--- config.mk ---
export PLATFORM = sky130hd
export DESIGN_NAME = cpu_mmu_cpn_writer
export DESIGN_NICKNAME = d
export VERILOG_FILES = /design/src/rtl/cpu_mmu_cpn_writer.sv
export SDC_FILE = /design/constraint.sdc
export NUM_CORES = 1
export LEC_CHECK = 0
export ABC_AREA = 0
export BUFFER_PORTS_ARGS = -buffer_cell sky130_fd_sc_hd__buf_2
export CAP_MARGIN = 20
export CORE_ASPECT_RATIO = 1.1
export CORE_MARGIN = 2
export CORE_UTILIZATION = 30
export DETAILED_ROUTE_END_ITERATION = 7
export PLACE_DENSITY = 0.56
export SLEW_MARGIN = 20
export SYNTH_ARGS = -nofsm -noshare
export SYNTH_HDL_FRONTEND = slang
export SYNTH_SLANG_ARGS = --single-unit
--- constraint.sdc ---
create_clock -name i_sysclk -period 2.5 [get_ports i_sysclk]
set_clock_uncertainty 0.1 [all_clocks]
set_input_delay 0.125 -clock i_sysclk [delete_from_list [all_inputs] [get_ports i_sysclk]]
set_output_delay 0.125 -clock i_sysclk [all_outputs]
set_load 0.1 [all_outputs]
--- src/rtl/cpu_mmu_cpn_writer.sv ---
// Writes captured PPN_23_10 as a CPN tag (plus valid bit) into the cache tag RAM, or sweeps every index invalid.
// Every output is a register loaded from the next-state decode, so each output reflects the state it belongs to.
module cpu_mmu_cpn_writer #(
  parameter int IDX_W     = 8,
  parameter int WE_CYCLES = 2
) (
  input  logic             i_sysclk,
  input  logic             i_sys_rst_n,
  input  logic [13:0]      i_ppn_23_10,
  input  logic [IDX_W-1:0] i_idx,
  input  logic             i_wr_req,
  input  logic             i_inv_all,
  output logic [13:0]      o_cpn_23_10,
  output logic             o_cvalid,
  output logic [IDX_W-1:0] o_caddr,
  output logic             o_cwe_n,
  output logic             o_wca_n,
  output logic             o_busy,
  output logic             o_ack
);

  typedef enum logic [1:0] {IDLE, SETUP, WRITE, HOLD} state_t;

  localparam logic [3:0] WE_LOAD = 4'(WE_CYCLES - 1);

  state_t           r_state, w_state_n;
  logic [13:0]      r_cpn, w_cpn_n;
  logic             r_cvalid, w_cvalid_n;
  logic [IDX_W-1:0] r_caddr, w_caddr_n;
  logic             r_cwe_n, w_cwe_n_n;
  logic             r_wca_n, w_wca_n_n;
  logic             r_busy, w_busy_n;
  logic             r_ack, w_ack_n;
  logic [3:0]       r_we_cnt, w_we_cnt_n;
  logic             r_sweep, w_sweep_n;
  logic             w_last_idx;

  assign w_last_idx = &r_caddr;

  always_comb begin
    w_state_n  = r_state;
    w_cpn_n    = r_cpn;
    w_cvalid_n = r_cvalid;
    w_caddr_n  = r_caddr;
    w_we_cnt_n = r_we_cnt;
    w_sweep_n  = r_sweep;
    w_ack_n    = 1'b0;

    case (r_state)
      IDLE: begin
        if (i_inv_all) begin
          w_cpn_n    = 14'h0;
          w_cvalid_n = 1'b0;
          w_caddr_n  = '0;
          w_sweep_n  = 1'b1;
          w_state_n  = SETUP;
        end else if (i_wr_req) begin
          w_cpn_n    = i_ppn_23_10;
          w_cvalid_n = 1'b1;
          w_caddr_n  = i_idx;
          w_sweep_n  = 1'b0;
          w_state_n  = SETUP;
        end
      end
      SETUP: begin
        w_we_cnt_n = WE_LOAD;
        w_state_n  = WRITE;
      end
      WRITE: begin
        // ACK is decided here so that it is registered into the HOLD cycle.
        if (r_we_cnt == 4'd0) begin
          w_state_n = HOLD;
          w_ack_n   = !r_sweep || w_last_idx;
        end else begin
          w_we_cnt_n = r_we_cnt - 4'd1;
        end
      end
      HOLD: begin
        if (r_sweep && !w_last_idx) begin
          w_caddr_n = r_caddr + IDX_W'(1);
          w_state_n = SETUP;
        end else begin
          w_sweep_n = 1'b0;
          w_state_n = IDLE;
        end
      end
      default: w_state_n = IDLE;
    endcase

    // The bus is claimed for the whole transaction, which brackets every CWE_n low pulse.
    w_busy_n  = (w_state_n != IDLE);
    w_wca_n_n = (w_state_n != IDLE);
    w_cwe_n_n = (w_state_n != WRITE);
  end

  always_ff @(posedge i_sysclk or negedge i_sys_rst_n) begin
    if (!i_sys_rst_n) begin
      r_state  <= IDLE;
      r_cpn    <= 14'h0;
      r_cvalid <= 1'b0;
      r_caddr  <= '0;
      r_cwe_n  <= 1'b1;
      r_wca_n  <= 1'b0;
      r_busy   <= 1'b0;
      r_ack    <= 1'b0;
      r_we_cnt <= 4'd0;
      r_sweep  <= 1'b0;
    end else begin
      r_state  <= w_state_n;
      r_cpn    <= w_cpn_n;
      r_cvalid <= w_cvalid_n;
      r_caddr  <= w_caddr_n;
      r_cwe_n  <= w_cwe_n_n;
      r_wca_n  <= w_wca_n_n;
      r_busy   <= w_busy_n;
      r_ack    <= w_ack_n;
      r_we_cnt <= w_we_cnt_n;
      r_sweep  <= w_sweep_n;
    end
  end

  assign o_cpn_23_10 = r_cpn;
  assign o_cvalid    = r_cvalid;
  assign o_caddr     = r_caddr;
  assign o_cwe_n     = r_cwe_n;
  assign o_wca_n     = r_wca_n;
  assign o_busy      = r_busy;
  assign o_ack       = r_ack;

endmodule

* After elaboration in Yosys (flattened, before gate mapping) *
Cells that the tools add are included.

storage, ports and cells
  register bits = 33
  latch bits = 0
  RAM bits = 0
  memory bits (read-only) = 0
  input bits = 26
  output and inout bits = 27
  memories kept = 0

operators by class
  $add $sub $neg = 2
  multiply operators = 0
  divide/modulo/power cells = 0
  order comparisons = 0
  equality and inequality tests = 8
  shifts and indexed selects = 0
  multiplexer cells = 21
  bitwise gates (word level) = 0
  reduce and logical (&&, ||, !) cells = 15

operators with widths
  cell                                              number
  2-to-1 mux 14 bit                                 2
  2-to-1 mux 8 bit                                  3
  one-hot mux 8 bit (2 select lines)                1
  adder 8 x 1 -> 8 bit, second input constant       1
  2-to-1 mux 1 bit                                  8
  inequality test 2 bit, second input constant      4
  one-hot mux 2 bit (4 select lines)                1
  one-hot mux 4 bit (2 select lines)                1
  AND reduction 8 bit                               1
  nonzero test 2 bit                                4
  2-to-1 mux 2 bit                                  3
  AND reduction 3 bit                               2
  == test 2 bit, second input constant              2
  zero test 4 bit                                   1
  2-to-1 mux 4 bit                                  1
  AND reduction 2 bit                               2
  subtractor 4 x 1 -> 4 bit, second input constant  1
  inequality test 3 bit, second input constant      1
  == test 2 x 1 -> 1 bit, second input constant     1
  zero test 1 bit                                   2
  zero test 2 bit                                   1
  one-hot mux 1 bit (2 select lines)                1
  logical AND 1 bit                                 1
  logical OR 1 bit                                  1

* Logic depth before layout (Yosys ltp) *
  word-level depth = 6
  depth in mapped cells = 7
  gate-level depth less buffers = 6

* Least setup slack after synthesis *
OpenSTA, ideal clock, no wires.

  path type = reg-to-reg
  from = register r_caddr[1], in the netlist o_caddr[1]
  to = register r_busy, in the netlist o_busy
  library setup time = 0.128 ns
  arrival time = 2.233 ns
  data required time = 2.272 ns
  slack = 0.038 ns
  stages on the path, launching flop included = 6
  buffers on the path = 0
  clock period less this slack = 2.462 ns
  cells stage by stage = dfrtp_1 -> ha_1 -> nand4_2 -> o311a_1 -> o32ai_2 -> nand2b_1

on the way
  word-level cells in the longest chain between the ends = 6

RTL lines
  item                                line  RTL
  start: declaration                  29    logic [IDX_W-1:0] r_caddr, w_caddr_n;
  start signal: assignment            112   r_caddr <= w_caddr_n;
  AND reduction 8 bit                 38    assign w_last_idx = &r_caddr;
  zero test 1 bit                     79    if (r_sweep && !w_last_idx) begin
  logical AND 1 bit                   79
  2-to-1 mux 1 bit                    79
  one-hot mux 2 bit (4 select lines)  49    case (r_state)
  nonzero test 2 bit                  91    w_busy_n = (w_state_n != IDLE);
  via w_busy_n                        32    logic r_busy, w_busy_n;
  end signal: assignment              115   r_busy <= w_busy_n;
  end: declaration                    32

The timed path passes the listed nets, and every way through them passes these cells.
A chain may end at the register's enable or synchronous reset.

* Worst setup path after layout *
  from = register r_state[0]
  to = register r_caddr[5], in the netlist o_caddr[5]

on the way
  word-level cells in the longest chain between the ends = 3
  elaborated cells on any way between the ends = 7
  those cells by class = eq/ne: 3; mux: 1; reduce/logical: 3

RTL lines
  item                                                           line  RTL
  start: declaration                                             26    state_t r_state, w_state_n;
  start signal: assignment                                       109   r_state <= w_state_n;
  == test 2 bit or zero test 2 bit (tied branches)               49
  inequality test 2 bit (no line), or another cell as far along  --
  AND reduction 3 bit (no line)                                  --

Parallel ways exist; a longest one is shown, timed or not.

==> impl_summary.md <==
Outcome
The run finished with clean final reports.

Synth
Synthesis produced a netlist with a net count of 213. The area of the mapped netlist is 1740 sq um. The share of flip-flops with an asynchronous set or reset after synthesis is 1.00. The main flop type after synthesis is dfrtp_1.

The proportion of synthesized chip area in sequential cells is 0.476. After synthesis, the mean cell area works out to 9.60 sq um. The number of synthesized flops with an enable pin is 0. Synthesis inferred 33 register bits. The cell count after synthesis is 181. The number of distinct library cell variants in the gate-level netlist after synthesis is 44. The number of warning messages in the yosys log is 0.

Route
The detail route stage leaves a number of antenna-violating nets equal to 0. The number of optimization iterations in the first detailed-route pass is 4. The total vias in the final route is 1508. In the routed design, unresolved DRC markers number 0. The final routed wirelength across all metal layers is 4.09 mm.

The starting DRC count in detailed routing is 26. The ratio of routed vias to standard cells is 4.63. In the final routed layout, each cell accounts on average for 12.5 um.

CTS
Clock-pin slew was measured on the worst setup and hold paths at 0.07 ns. The CTS buffer count is 5. The post-cts sizing count is 0. The maximum level of the CTS H-tree is 2. The cell at the root of the clock tree is clkbuf_8.

Once the clock tree was built, the setup fixing pass inserted 0 buffers. The number of buffers on the longest clock path is 2. The worst-skew pair later-pin latency is 0.29 ns. The clock tree from TritonCTS is built. Counting every sink on the clock net gives 33.

STA
The final critical-path share of the clock period is 0.838. In the final timing run, aggregate negative setup slack is 0 ns. The number of endpoints with negative hold slack in the final report is 0. The count of final max-slew check failures is 0. The final critical-path required period is 2.10 ns. Setup repair after global routing left no endpoint under its margin. The max-slew headroom at the worst pin is 0.504.

The worst path setup slack after routing is 0.405 ns. Derived from the worst setup path, the maximum achievable clock frequency is 477 MHz. The count of final setup violators is 0. The actual transition at the worst max-transition pin is 0.744 ns.

Critical path
The critical-path cell with the highest stage delay is or3b_1. Traced cell by cell, the critical path runs through inv_1, ha_1, or3b_1, o211a_1, o221ai_1, a41oi_1. STA classifies the critical path startpoint as a flop. STA puts the critical path data required time at 2.56 ns. The maximum net fanout on the critical path is 7. The worst setup path is captured at a flop. The data arrival time of the critical path is 2.15 ns. The delay of the slowest cell on the worst path is 0.52 ns.

The critical path class is flop to flop. In this run the register-to-register setup slack is 0.40 ns. The length in cells of the worst reg-to-reg path is 6.

Global routing
The met3 track demand over resource in global routing is 0.0281. The met1 track demand over resource is 0.170. The number of antenna violations at the first check in global routing was 0. In this run the most used layer during global routing was met2.

The via count of the first global-routing pass is 1463. The pin count of the biggest net entering global routing is 34. Summed over all layers, the global routing overflow is 0.

For this run, global-route usage on met2 was measured as 0.224. Across every metal layer, demand over resource in global routing totals 0.137. The wire length of the first global-routing pass is 6.99 mm.

Floorplanning
Pin placement for this block handled 53 I/O pins. The die boundary width is 76.6 um. After floorplanning, the core was sized to cover 5700 sq um.

The die span in y is 83.8 um. The number of cell rows is 29. The initial utilization of the core area, before any placement, comes to 0.305. The die covers 6420 sq um.

Finish
The final layout contains 280 nets. The fraction of the core area covered by cells at the end of the flow is 0.411. The share of cells above drive strength 1 is 0.289.

The number of antenna cells inserted is 0. Compared with the post-synthesis result, the final layout area differs by 34.6%.

Run
The tool flagged a number of max-cap violations equal to 0.

Place
Detailed placement ended at an HPWL of 2.82 mm. The final RePlAce weighted congestion is 0.816. The number of buffer cells added on primary ports is 52. The worst setup timing slack at the placement stage is 0.417 ns.

Hold path
Along the worst hold path, the cell count comes to 3. The worst hold path belongs to the class primary input to flop.
==> layout by cell type (no fill, tap or decap), drive strengths merged, types with 4 or more instances in the layout <==
cell type	Yosys	layout
nor2	5	5
a21oi	6	6
nand2	27	27
inv	9	9
buf	3	54
dlygate4sd3	0	16
clkbuf	7	7
nand2b	16	16
dfrtp	32	32
nor2b	4	4
o21ai	24	24
ha	6	6
==> area by class of cell <==
| type | count | area [sq um] |
|---|---|---|
| Clock buffer | 7 | 86.3 |
| Clock inverter | 1 | 30.0 |
| Fill cell | 583 | 3360 |
| Inverter | 9 | 33.8 |
| Multi-Input combinational cell | 129 | 831 |
| Sequential cell | 33 | 827 |
| Tap cell | 77 | 96.3 |
| Timing Repair Buffer | 70 | 435 |
==> state kept, by name, summed over array words and instances, names as in the netlist <==
| signal | count |
|---|---|
| o_ack | 1 |
| o_busy | 1 |
| o_caddr | 8 |
| o_cpn_23_10 | 14 |
| o_cvalid | 1 |
| o_cwe_n | 1 |
| r_state | 2 |
| r_sweep | 1 |
| r_we_cnt | 4 |
==> repair_timing <==
action,CTS,global route
hold buffers,16,0
setup endpoints to repair,0,0
endpoints found under the hold margin,47,0
==> worst paths after layout <==
check	start	to
min in group asynchronous	i_sys_rst_n	r_state[0]$_DFF_PN0_
setup reg to reg	r_state[0]$_DFF_PN0_	o_caddr[5]$_DFFE_PN0P_
max in group asynchronous	i_sys_rst_n	r_state[1]$_DFF_PN0_
setup / recovery	r_state[0]$_DFF_PN0_	o_caddr[5]$_DFFE_PN0P_
hold reg to reg	o_cpn_23_10[10]$_DFFE_PN0P_	o_cpn_23_10[10]$_DFFE_PN0P_
hold / removal	i_idx[0]	o_caddr[0]$_DFFE_PN0P_
==> synthesized netlist by cell type, types with 2 or more instances <==
| cell type | n | share of area |
|---|---|---|
| dfrtp_1 | 32 | 0.46 |
| a221oi_1 | 2 | 0.010 |
| mux2_2 | 2 | 0.013 |
| nand2b_1 | 16 | 0.058 |
| ha_1 | 6 | 0.043 |
| a31oi_1 | 3 | 0.011 |
| nand3_1 | 3 | 0.0086 |
| nor2b_1 | 4 | 0.014 |
| o311a_1 | 2 | 0.012 |
| clkbuf_1 | 7 | 0.015 |
| nand4_2 | 2 | 0.014 |
| nand2_1 | 27 | 0.058 |
| nor4b_1 | 2 | 0.010 |
| nor2_1 | 5 | 0.011 |
| a21oi_1 | 6 | 0.017 |
| or3_1 | 2 | 0.0072 |
| o21ai_0 | 22 | 0.063 |
| mux2i_1 | 2 | 0.012 |
| nor3_1 | 3 | 0.0086 |
| inv_1 | 9 | 0.019 |
==> worst max-delay path, delay by kind of cell (launching register included) <==
kind                       cells  cell delay [ns]
DFF                            1             0.44
AOI/OAI and AO/OA              3             0.48
buffers and inverters          1             0.11
and+or+nand+nor                1             0.52
adders and majority gates      1             0.31
==> metrics by stage <==
stage | cells | cell area [sq um] | hold slack (ns)
floorplan | 181 | 1740 | -0.271
global placement | 302 | 2060 | 0.158
detailed placement | 302 | 2060 | 0.150
CTS | 326 | 2340 | 0.0284
global route | 326 | 2340 | 0.0458
finish | 326 | 2340 | 0.0231
==> routing by layer <==
| layer | share of wire | wire (um) | vias to the layer above |
|---|---|---|---|
| li1 | - | - | 768 |
| met1 | 0.44 | 1790 | 695 |
| met2 | 0.49 | 2010 | 35 |
| met3 | 0.040 | 163 | 10 |
| met4 | 0.030 | 121 | 0 |
| met5 | 0 | 0 | - |
==> cells by family (layout without fill, tap and decap cells) <==
group	count (synthesis)	in the layout	share of synthesized area
buf+inv	19	87	0.0482
mux	4	4	0.0245
flops	33	33	0.476
simple gates	69	69	0.213
xor+xnor	1	1	0.00504
fa+ha+maj	6	6	0.0432
compound gates	49	49	0.190
Power is not shown: default switching activity piles up to over one toggle a cycle in this logic, so the estimate is an artifact.
